## src/rtl/reg_dump_unit_if.sv

```systemverilog
// Record stream carried from the register dump engine to its consumer.
// A record moves on a cycle where out_valid and out_ready are both high.
interface reg_dump_unit_if #(
    parameter int DATA_W = 32
) ();
    logic              out_valid;
    logic              out_ready;
    logic [DATA_W-1:0] out_data;
    logic [5:0]        out_tag;
    logic              out_last;

    modport master (
        output out_valid,
        output out_data,
        output out_tag,
        output out_last,
        input  out_ready
    );

    modport slave (
        input  out_valid,
        input  out_data,
        input  out_tag,
        input  out_last,
        output out_ready
    );
endinterface

```

## src/rtl/reg_dump_unit.sv

```systemverilog
// Debug readout engine: streams a PC header followed by the masked GPRs in
// ascending index order, one record per handshake, through a spare RF read port.
module reg_dump_unit #(
    parameter int NUM_REGS = 32,
    parameter int DATA_W   = 32,
    parameter int ADDR_W   = 5
) (
    input  logic                clock,
    input  logic                reset_n,
    input  logic                start,
    input  logic [NUM_REGS-1:0] mask,
    input  logic [DATA_W-1:0]   pc_in,
    output logic [ADDR_W-1:0]   rf_rd_addr,
    input  logic [DATA_W-1:0]   rf_rd_data,
    reg_dump_unit_if.master     out_if,
    output logic                busy,
    output logic                done
);

    typedef enum logic [2:0] {
        IDLE,
        HEADER,
        SCAN,
        EMIT,
        DONE
    } state_e;

    localparam logic [5:0] PC_TAG = 6'h20;

    state_e              state_q;
    logic [NUM_REGS-1:0] mask_rem_q;
    logic [ADDR_W-1:0]   rf_rd_addr_q;
    logic                out_valid_q;
    logic [DATA_W-1:0]   out_data_q;
    logic [5:0]          out_tag_q;
    logic                out_last_q;
    logic                busy_q;
    logic                done_q;

    logic [ADDR_W-1:0]   low_idx;
    logic [NUM_REGS-1:0] mask_rem_d;
    logic                handshake;

    function automatic logic [ADDR_W-1:0] lowest_set(input logic [NUM_REGS-1:0] m);
        lowest_set = '0;
        for (int i = NUM_REGS - 1; i >= 0; i--) begin
            if (m[i]) lowest_set = ADDR_W'(i);
        end
    endfunction

    // rf_rd_addr_q already holds the index being read while in SCAN.
    always_comb begin
        low_idx    = lowest_set(mask_rem_q);
        mask_rem_d = mask_rem_q & ~(NUM_REGS'(1) << rf_rd_addr_q);
        handshake  = out_valid_q && out_if.out_ready;
    end

    // NOTE: sequential state uses non-blocking assignments so every register
    // samples pre-edge values; reset is asynchronous and clears all state.
    always_ff @(posedge clock or negedge reset_n) begin
        if (!reset_n) begin
            state_q      <= IDLE;
            mask_rem_q   <= '0;
            rf_rd_addr_q <= '0;
            out_valid_q  <= 1'b0;
            out_data_q   <= '0;
            out_tag_q    <= '0;
            out_last_q   <= 1'b0;
            busy_q       <= 1'b0;
            done_q       <= 1'b0;
        end else begin
            case (state_q)
                IDLE: begin
                    if (start) begin
                        mask_rem_q  <= mask;
                        out_data_q  <= pc_in;
                        out_tag_q   <= PC_TAG;
                        out_last_q  <= (mask == '0);
                        out_valid_q <= 1'b1;
                        busy_q      <= 1'b1;
                        state_q     <= HEADER;
                    end
                end

                HEADER, EMIT: begin
                    if (handshake) begin
                        out_valid_q <= 1'b0;
                        if (out_last_q) begin
                            busy_q  <= 1'b0;
                            done_q  <= 1'b1;
                            state_q <= DONE;
                        end else begin
                            rf_rd_addr_q <= low_idx;
                            state_q      <= SCAN;
                        end
                    end
                end

                SCAN: begin
                    out_data_q   <= rf_rd_data;
                    out_tag_q    <= 6'(rf_rd_addr_q);
                    out_last_q   <= (mask_rem_d == '0);
                    mask_rem_q   <= mask_rem_d;
                    rf_rd_addr_q <= '0;
                    out_valid_q  <= 1'b1;
                    state_q      <= EMIT;
                end

                DONE: begin
                    done_q  <= 1'b0;
                    state_q <= IDLE;
                end

                default: state_q <= IDLE;
            endcase
        end
    end

    assign rf_rd_addr       = rf_rd_addr_q;
    assign busy             = busy_q;
    assign done             = done_q;
    assign out_if.out_valid = out_valid_q;
    assign out_if.out_data  = out_data_q;
    assign out_if.out_tag   = out_tag_q;
    assign out_if.out_last  = out_last_q;

endmodule

```

## src/flat_wrapper.sv

```systemverilog
// flat-port wrapper written by rule: the top's interface ports become plain ports
module reg_dump_unit_flat 
#(
    parameter int NUM_REGS = 32,
    parameter int DATA_W   = 32,
    parameter int ADDR_W   = 5
)
  (clock, reset_n, start, mask, pc_in, rf_rd_addr, rf_rd_data, busy, done, out_if_out_valid, out_if_out_data, out_if_out_tag, out_if_out_last, out_if_out_ready);
  reg_dump_unit_if #(.DATA_W(DATA_W)) out_if_i ();
  input  logic clock;
  input  logic reset_n;
  input  logic start;
  input  logic [NUM_REGS-1:0] mask;
  input  logic [DATA_W-1:0] pc_in;
  output logic [ADDR_W-1:0] rf_rd_addr;
  input  logic [DATA_W-1:0] rf_rd_data;
  output logic busy;
  output logic done;
  output wire logic [$bits(out_if_i.out_valid)-1:0] out_if_out_valid;
  output wire logic [$bits(out_if_i.out_data)-1:0] out_if_out_data;
  output wire logic [$bits(out_if_i.out_tag)-1:0] out_if_out_tag;
  output wire logic [$bits(out_if_i.out_last)-1:0] out_if_out_last;
  input wire logic [$bits(out_if_i.out_ready)-1:0] out_if_out_ready;
  assign out_if_out_valid = out_if_i.out_valid;
  assign out_if_out_data = out_if_i.out_data;
  assign out_if_out_tag = out_if_i.out_tag;
  assign out_if_out_last = out_if_i.out_last;
  assign out_if_i.out_ready = out_if_out_ready;
  reg_dump_unit #(.NUM_REGS(NUM_REGS), .DATA_W(DATA_W), .ADDR_W(ADDR_W)) u_core (.clock(clock), .reset_n(reset_n), .start(start), .mask(mask), .pc_in(pc_in), .rf_rd_addr(rf_rd_addr), .rf_rd_data(rf_rd_data), .out_if(out_if_i), .busy(busy), .done(done));
endmodule
```

## config.mk

```make
export PLATFORM = sky130hd
export DESIGN_NAME = reg_dump_unit_flat
export DESIGN_NICKNAME = d
export VERILOG_FILES = /design/src/rtl/reg_dump_unit_if.sv /design/src/rtl/reg_dump_unit.sv /design/src/flat_wrapper.sv
export SDC_FILE = /design/constraint.sdc
export NUM_CORES = 1
export LEC_CHECK = 0
export BUFFER_PORTS_ARGS = -buffer_cell sky130_fd_sc_hd__buf_2
export CAP_MARGIN = 20
export CORE_UTILIZATION = 47
export DETAILED_ROUTE_END_ITERATION = 8
export GPL_ROUTABILITY_DRIVEN = 1
export PLACE_DENSITY = 0.85
export SKIP_CTS_REPAIR_TIMING = 1
export SYNTH_ARGS = -nofsm -noshare
export SYNTH_HDL_FRONTEND = slang
export SYNTH_SLANG_ARGS = --single-unit
```

## constraint.sdc

```tcl
create_clock -name clock -period 2.8 [get_ports clock]
set_clock_uncertainty 0.1 [all_clocks]
set_input_delay 0 -clock clock [delete_from_list [all_inputs] [get_ports clock]]
set_output_delay 0 -clock clock [all_outputs]
set_load 0.02 [all_outputs]
```

# Yosys cells after proc, flatten, opt, wreduce, memory -nomap -nowiden
# Index checks and enable logic that the tools add are counted.
# op_classes
eq_ne,8
n_shift,1
n_mux,56
n_bitwise,2
n_reduce_logical,16
# op_table
op,n
5-bit 2-to-1 mux,34
32-bit one-hot mux with 2 select lines,2
32-bit zero test,2
32-bit 2-to-1 mux,2
32-bit bitwise AND,1
32-bit NOT,1
"1-bit by 5-bit << shifter with 32-bit output, first input constant",1
6-bit one-hot mux with 2 select lines,1
5-bit one-hot mux with 2 select lines,1
3-bit 2-to-1 mux,3
3-bit one-hot mux with 3 select lines,1
3-bit AND reduction,3
2-bit nonzero test,4
1-bit 2-to-1 mux,7
"3-bit by 2-bit equality test with 1-bit output, second input constant",2
6-bit 2-to-1 mux,1
1-bit one-hot mux with 2 select lines,3
"2-bit by 1-bit != test with 1-bit output, second input constant",2
"2-bit != test, second input constant",2
2-bit AND reduction,2
4-bit AND reduction,1
"3-bit by 1-bit equality test with 1-bit output, second input constant",1
"3-bit equality test, second input constant",1
3-bit zero test,1
4 further kinds,4
# word_totals
register_bits,82
input_bits,100
output_inout_bits,47
word_cells,92

# Longest topological paths before layout
# Gate-level depths: netlist of run 1.
# logic_depth
word_depth,35
depth_mapped,8
ltp_nobuf,6

# Worst setup path after synthesis of run 1
# OpenSTA, ideal clock, no wires.
# synth_timing
path_kind,reg-to-reg
startpoint,"reg u_core.rf_rd_addr_q[2], in the netlist u_core.rf_rd_addr[2]"
endpoint,"reg u_core.out_last_q, in the netlist u_core.out_if.out_last"
t_arrival_ns,1.820
required_ns,2.590
slack_ns,0.770
stages_incl_launch_ff,9
n_path_buf,2
cell_sequence,dfrtp_1 -> clkbuf_1 -> nand2b_1 -> clkbuf_1 -> o21ai_0 -> o2111ai_1 -> nor4_1 -> nand4_1 -> o41ai_1
# synth_via
elab_chain_cells,5
# synth_rtl
element,line,rtl
"start, declared",reg_dump_unit.sv:32,logic [ADDR_W-1:0] rf_rd_addr_q;
"start signal, assigned",reg_dump_unit.sv:93,rf_rd_addr_q <= low_idx;
1-bit by 5-bit << shifter with 32-bit output,reg_dump_unit.sv:54,mask_rem_d = mask_rem_q & ~(NUM_REGS'(1) << rf_rd_addr_q);
32-bit NOT,reg_dump_unit.sv:54,
32-bit bitwise AND,reg_dump_unit.sv:54,
32-bit zero test,reg_dump_unit.sv:102,out_last_q <= (mask_rem_d == '0);
1-bit one-hot mux with 2 select lines,reg_dump_unit.sv:72,case (state_q)
"end signal, assigned",reg_dump_unit.sv:78,out_last_q <= (mask == '0);
"end signal, assigned",reg_dump_unit.sv:102,
"end, declared",reg_dump_unit.sv:36,logic out_last_q;
# Every way passes these cells.
# A chain may end at the register's enable or synchronous reset.

# Worst setup path after layout of run 1
# layout_timing
startpoint,reg u_core.state_q[0]
endpoint,"reg u_core.out_data_q[11], in the netlist u_core.out_if.out_data[11]"
# layout_via
elab_chain_cells,3
word_cells_on_any_way,6
# layout_rtl
element,line,rtl
"start, declared",reg_dump_unit.sv:30,state_e state_q;
"start signal, assigned",reg_dump_unit.sv:62,state_q <= IDLE;
"start signal, assigned",reg_dump_unit.sv:81,state_q <= HEADER;
"start signal, assigned",reg_dump_unit.sv:91,state_q <= DONE;
3-bit by 2-bit equality test with 1-bit output or 3-bit zero test (tied branches),reg_dump_unit.sv:72,
2-bit nonzero test (no line) or 2-bit != test (tied branches),--,
2-bit AND reduction (no line),--,
"end signal, assigned",reg_dump_unit.sv:76,out_data_q <= pc_in;
"end signal, assigned",reg_dump_unit.sv:100,out_data_q <= rf_rd_data;
"end, declared",reg_dump_unit.sv:34,logic [DATA_W-1:0] out_data_q;
# Several ways; a longest one is shown, not always the timed one.

==> results.json, run 1 <==
{
  "ys_types": 49,
  "p_sw_share_pct": 45.6,
  "fp.coreArea_mm2": 0.00924,
  "dpl_cell_area_mm2": 0.00535,
  "setup.worst_path.end_class": "flop",
  "hold_slack_ns": 0.294,
  "dp_cells": 794,
  "synth-main-ff-cell": "dfrtp_1",
  "port_buffers": 146,
  "power_frac_comb_pct": 52.8,
  "yosysTopAreaCell": "dfrtp_1",
  "pre_cts_slack_ns": 0.430,
  "syn_area_mm2": 0.00450,
  "synthTopCellsByCount": "105 x nand2_1, 82 x dfrtp_1, 60 x nor2_1, 53 x o21ai_0",
  "worst_pin_slew_ns": 0.697,
  "cts_buffers": 9,
  "p_seq_share_pct": 32.9,
  "io_pins": 147,
  "synth_most_common_cell": "nand2_1",
  "worst_path_largest_cell_delay_ns": 0.64,
  "crit_chain": "or2b_2, or2_2, buf_4, nor2_1, a31oi_1, dlygate4sd3_1",
  "regArea_mm2": 0.00205,
  "grt_pass1_wl_um": 22700,
  "ys_seq_area_share_pct": 45.6,
  "synth-edff-count": 0,
  "drt-wirelength-per-cell_um": 19.5,
  "cts_buffer_depth": 2,
  "grt_pass1_vias": 4501,
  "wirelength_um": 17800,
  "final-setup-viol-count": 0,
  "max_freq_mhz": 360,
  "fin_crit_ns": 2.78,
  "num_antenna_cells": 0,
  "final.setup.worst_slack_ns": 0.0228,
  "grt_max_degree": 83,
  "cellInternalPower_w": 0.00394,
  "antenna_found_initial": 0,
  "clkPwrFrac_pct": 14.3,
  "maxCapViolCount": 0,
  "grt-ovfl-total": 0,
  "clock_latency_ns": 0.36,
  "yosysTopAreaCellShare_pct": 45.6,
  "via_count": 5569,
  "detail-route-antenna-nets": 0,
  "setup.worst_path.start_class": "flop",
  "powerDensity_mw_per_mm2": 1090,
  "path_max_fanout": 55,
  "syn2layout_area_growth_pct": 47.4,
  "start_util_pct": 48.7,
  "drc": 0,
  "switchingPower_w": 0.00331,
  "die_h_um": 99.8,
  "status": "finished, final reports clean",
  "finalHoldViolCount": 0,
  "synth.area.top_cells": "dfrtp_1 46%, nand2_1 8.8%, a22o_1 6.6%",
  "die_x_um": 99.8,
  "totalPowerFinal_w": 0.00725,
  "crit_path_top_delay_cell": "dlygate4sd3_1",
  "grtUsageTotal_pct": 29.2,
  "hpwlAfterDp_um": 10300,
  "power.leakage_nw": 3.04,
  "period_share_pct": 99.2,
  "worstHoldPathType": "in -> reg",
  "critPathRequiredTime_ns": 2.95,
  "ir_drop_uv": 618,
  "cts_root_buffer": "clkbuf_8",
  "layout-drive-gt1-share_pct": 24.0,
  "fin_cells": 913,
  "ys_ff_latch": 82,
  "finalWeightedCongestion": 0.974,
  "nets": 879,
  "cts.clk_slew.worst_paths_ns": 0.12,
  "drtPass1Iterations": 6,
  "design.die.area_mm2": 0.00996,
  "worstSetupPathType": "reg -> reg",
  "netlist_instances": 541,
  "fin_area_mm2": 0.00663,
  "cp.arrival_ns": 2.93,
  "ys_warn_count": 0,
  "drt_iter0_markers": 494,
  "syn_nets": 641,
  "max_slew_margin_pct": 53.4,
  "drv_slew": 0,
  "clock-sinks": 82,
  "syn_avg_cell_area_um2": 8.31,
  "cts_tree": "yes",
  "fillCellCount": 666,
  "row_count": 35,
  "multi_input_area_mm2": 0.00226,
  "htree_num_levels": 3,
  "vias_per_cell": 6.10,
  "ys_async_sr_fraction_pct": 100
}
==> registers in the layout, summed over array words and instances, names as in the netlist <==
register,flops
u_core.busy,1
u_core.done,1
u_core.mask_rem_q,32
u_core.out_if.out_data,32
u_core.out_if.out_last,1
u_core.out_if.out_tag,6
u_core.out_if.out_valid,1
u_core.rf_rd_addr,5
u_core.state_q,3
==> path summary, 6_finish.rpt <==
path | startpoint | end | slack, ns | cells after the start
min reg2reg | u_core.out_if.out_tag[2] | u_core.out_if.out_tag[2] | 0.41 | 1
max | u_core.state_q[0] | u_core.out_if.out_data[11] | 0.02 | 6
max in group asynchronous | reset_n | u_core.mask_rem_q[22] | 0.84 | 4
min | mask[18] | u_core.mask_rem_q[18] | 0.29 | 3
max reg2reg | u_core.state_q[0] | u_core.out_if.out_data[11] | 0.02 | 6
min in group asynchronous | reset_n | u_core.rf_rd_addr[1] | 0.44 | 3
==> cell type report <==
type	count	area share [%]
Clock inverter	7	1.62
Inverter	10	0.566
Timing Repair Buffer	263	28.5
Sequential cell	82	31.0
Tap cell	129	2.44
Multi-Input combinational cell	413	34.1
Clock buffer	9	1.87
==> power by group through the flow <==
stage | clock, W | sequential [W] | combinational (W)
final | 0.00104 | 0.00238 | 0.00383
after global routing | 0.00108 | 0.00244 | 0.00413
after CTS | 0.00102 | 0.00232 | 0.00313
after detailed placement | 0 | 0.00233 | 0.00312
after global placement | 0 | 0.00231 | 0.00304
after floorplan | 0 | 0.00254 | 0.00180
==> metal layers <==
| metal | global-route usage, % | wire, µm |
|---|---|---|
| met5 | 0 | 0 |
| met1 | 41.1 | 6720 |
| met4 | 13.5 | 1040 |
| met3 | 4.32 | 1560 |
| met2 | 44.5 | 8480 |
==> per-stage QoR <==
stage / setup TNS, ns / util [%]
after floorplan: 0 / -
after global placement: 0 / 57.9
after detailed placement: 0 / 57.9
after CTS: 0 / 60.4
after global routing: -0.451 / 71.7
final: 0 / 71.7
==> cell families after synthesis <==
family / Yosys count / share of synthesized area, %
flops: 82 / 45.6
simple gates: 239 / 24.2
mux: 1 / 0.223
buf+inv: 46 / 4.26
compound gates: 173 / 25.6
==> placed cells by master, fill, tap and decap left out, types with 4 or more instances in the layout <==
master and instances:
nand2b_1 10, a22o_1 34, o21ai_0 53, dfrtp_1 82, nand2_1 105, nor2_1 60, nor2b_1 4, dlygate4sd3_1 102
o32ai_1 6, a31oi_1 34, buf_4 15, inv_1 10, nor3_1 13, a21oi_1 18, nand3b_1 5, nor4_1 15
o31ai_1 4, nand3_1 6, nand4_1 5, buf_2 145, clkbuf_8 9
==> critical path, delay by kind of cell, from the launching register on <==
family / cells / cell delay [ns]
flops: 1 / 0.48
simple gates: 3 / 1.01
buf+inv: 2 / 1.00
compound gates: 1 / 0.05
Power figures use the tool's default switching activity.
==> run 2, diff against run 1 <==
Settings changed: PLACE_DENSITY 0.85 to not set, PLACE_DENSITY_LB_ADDON set to 0.3.
==> results.json, run 2 (synthesized netlist as in run 1, its figures left out) <==
{
  "drt_iter0_markers": 420,
  "layout-drive-gt1-share_pct": 23.7,
  "fp.coreArea_mm2": 0.00924,
  "cp-endpoint": "u_core.out_if.out_data[22]",
  "port_buffers": 146,
  "clock-sinks": 82,
  "cts_tree": "yes",
  "cts_root_buffer": "clkbuf_8",
  "die_x_um": 99.8,
  "cts_buffer_depth": 2,
  "worstSetupPathType": "reg -> reg",
  "final_cell_mix": "145 x buf_2, 105 x nand2_1, 100 x dlygate4sd3_1, 82 x dfrtp_1, 60 x nor2_1",
  "antenna_found_initial": 0,
  "setup.worst_path.end_class": "flop",
  "period_share_pct": 94.1,
  "rsz0062_at_grt": "no",
  "finalSetupTns_ns": 0,
  "pre_cts_slack_ns": 0.424,
  "ir_drop_uv": 642,
  "worstHoldPathType": "in -> async",
  "start_util_pct": 48.7,
  "grt_max_degree": 83,
  "fin_crit_ns": 2.64,
  "row_count": 35,
  "power.leakage_nw": 2.99,
  "powerDensity_mw_per_mm2": 1060,
  "grtUsageTotal_pct": 28.8,
  "drtPass1Iterations": 7,
  "drt-wirelength-per-cell_um": 18.5,
  "syn2layout_area_growth_pct": 44.9,
  "max_freq_mhz": 379,
  "design.die.area_mm2": 0.00996,
  "cts_buffers": 9,
  "drv_slew": 0,
  "r2r_setup_slack_ns": 0.16,
  "io_pins": 147,
  "vias_per_cell": 5.92,
  "wirelength_um": 16700,
  "crit_path_start": "u_core.state_q[0]",
  "finalWeightedCongestion": 0.951,
  "cts.clk_slew.worst_paths_ns": 0.09,
  "grt-ovfl-total": 0,
  "cp.arrival_ns": 2.78,
  "reg2regPathDepth": 6,
  "drc": 0,
  "detail-route-antenna-nets": 0,
  "maxCapViolCount": 0,
  "via_count": 5373,
  "path_max_fanout": 72,
  "layout_commonest_cell": "buf_2",
  "critPathRequiredTime_ns": 2.95,
  "r2r_start": "u_core.state_q[0]",
  "worst_path_largest_cell_delay_ns": 0.60,
  "grt_pass1_vias": 4499,
  "finalHoldViolCount": 0,
  "num_antenna_cells": 0,
  "hpwlAfterDp_um": 10100,
  "crit_chain": "or2b_2, or2_2, buf_4, nor2_1, a31oi_1, dlygate4sd3_1",
  "timing.rr.end": "u_core.out_if.out_data[22]",
  "max_slew_margin_pct": 53.3,
  "grt_pass1_wl_um": 22500,
  "status": "finished, final reports clean",
  "final-setup-viol-count": 0,
  "htree_num_levels": 3,
  "worst_pin_slew_ns": 0.700,
  "die_h_um": 99.8,
  "final.setup.worst_slack_ns": 0.164,
  "nets": 873,
  "clock_latency_ns": 0.36,
  "crit_path_top_delay_cell": "dlygate4sd3_1",
  "setup.worst_path.start_class": "flop"
}
-- run 2: power by group --
part	leakage (nW)	total (W)	switching (W)	internal [W]
sequential	1.03	0.00237	0.000655	0.00172
clock	0.0900	0.000809	0.000480	0.000329
combinational	1.87	0.00375	0.00207	0.00169
-- run 2: worst min-delay path by stage --
stage / from / endpoint / slack [ns] / cells after the start
6_report: reset_n / u_core.mask_rem_q[13] / 0.05 / 2
5_1_grt: reset_n / u_core.mask_rem_q[13] / 0.11 / 2
4_1_cts: reset_n / u_core.mask_rem_q[13] / -0.25 / 1
3_5_place_dp: mask[3] / u_core.mask_rem_q[3] / 0.14 / 2
3_3_place_gp: mask[3] / u_core.mask_rem_q[3] / 0.13 / 2
2_1_floorplan: reset_n / u_core.busy / -0.40 / 0
-- run 2: cell type report --
type	instances	area, µm²
repair buffers	257	1830
fillers	681	2730
multi-input cells	413	2260
flip-flops and latches	82	2050
clock buffers	9	124
inverters	10	37.5
well taps	129	161
clock inverters	7	52.6
-- run 2: routing by layer --
layer,GRT usage (%),up-vias,wire [µm]
li1,-,2424,-
met2,44.9,337,8170
met5,0,-,0
met4,11.1,0,528
met1,39.7,2555,6630
met3,5.78,57,1410
-- run 2: critical path, delay by kind of cell (launching register included) --
family	cells	cell delay (ns)
AO/OA/AOI/OAI	1	0.08
buffers and inverters	2	0.93
flip-flops	1	0.46
AND/OR/NAND/NOR	3	0.92
-- run 2: through the flow --
| step | cell area [µm²] | hold slack (ns) | utilization, % | std cells | power (W) |
|---|---|---|---|---|---|
| CTS | 5490 | -0.249 | 59.5 | 806 | 0.00623 |
| finish | 6520 | 0.0500 | 70.5 | 907 | 0.00693 |
| floorplan | 4500 | -0.396 | - | 541 | 0.00434 |
| global placement | 5320 | 0.125 | 57.5 | 790 | 0.00537 |
| detailed placement | 5320 | 0.136 | 57.5 | 790 | 0.00542 |
| global route | 6520 | 0.108 | 70.5 | 907 | 0.00737 |
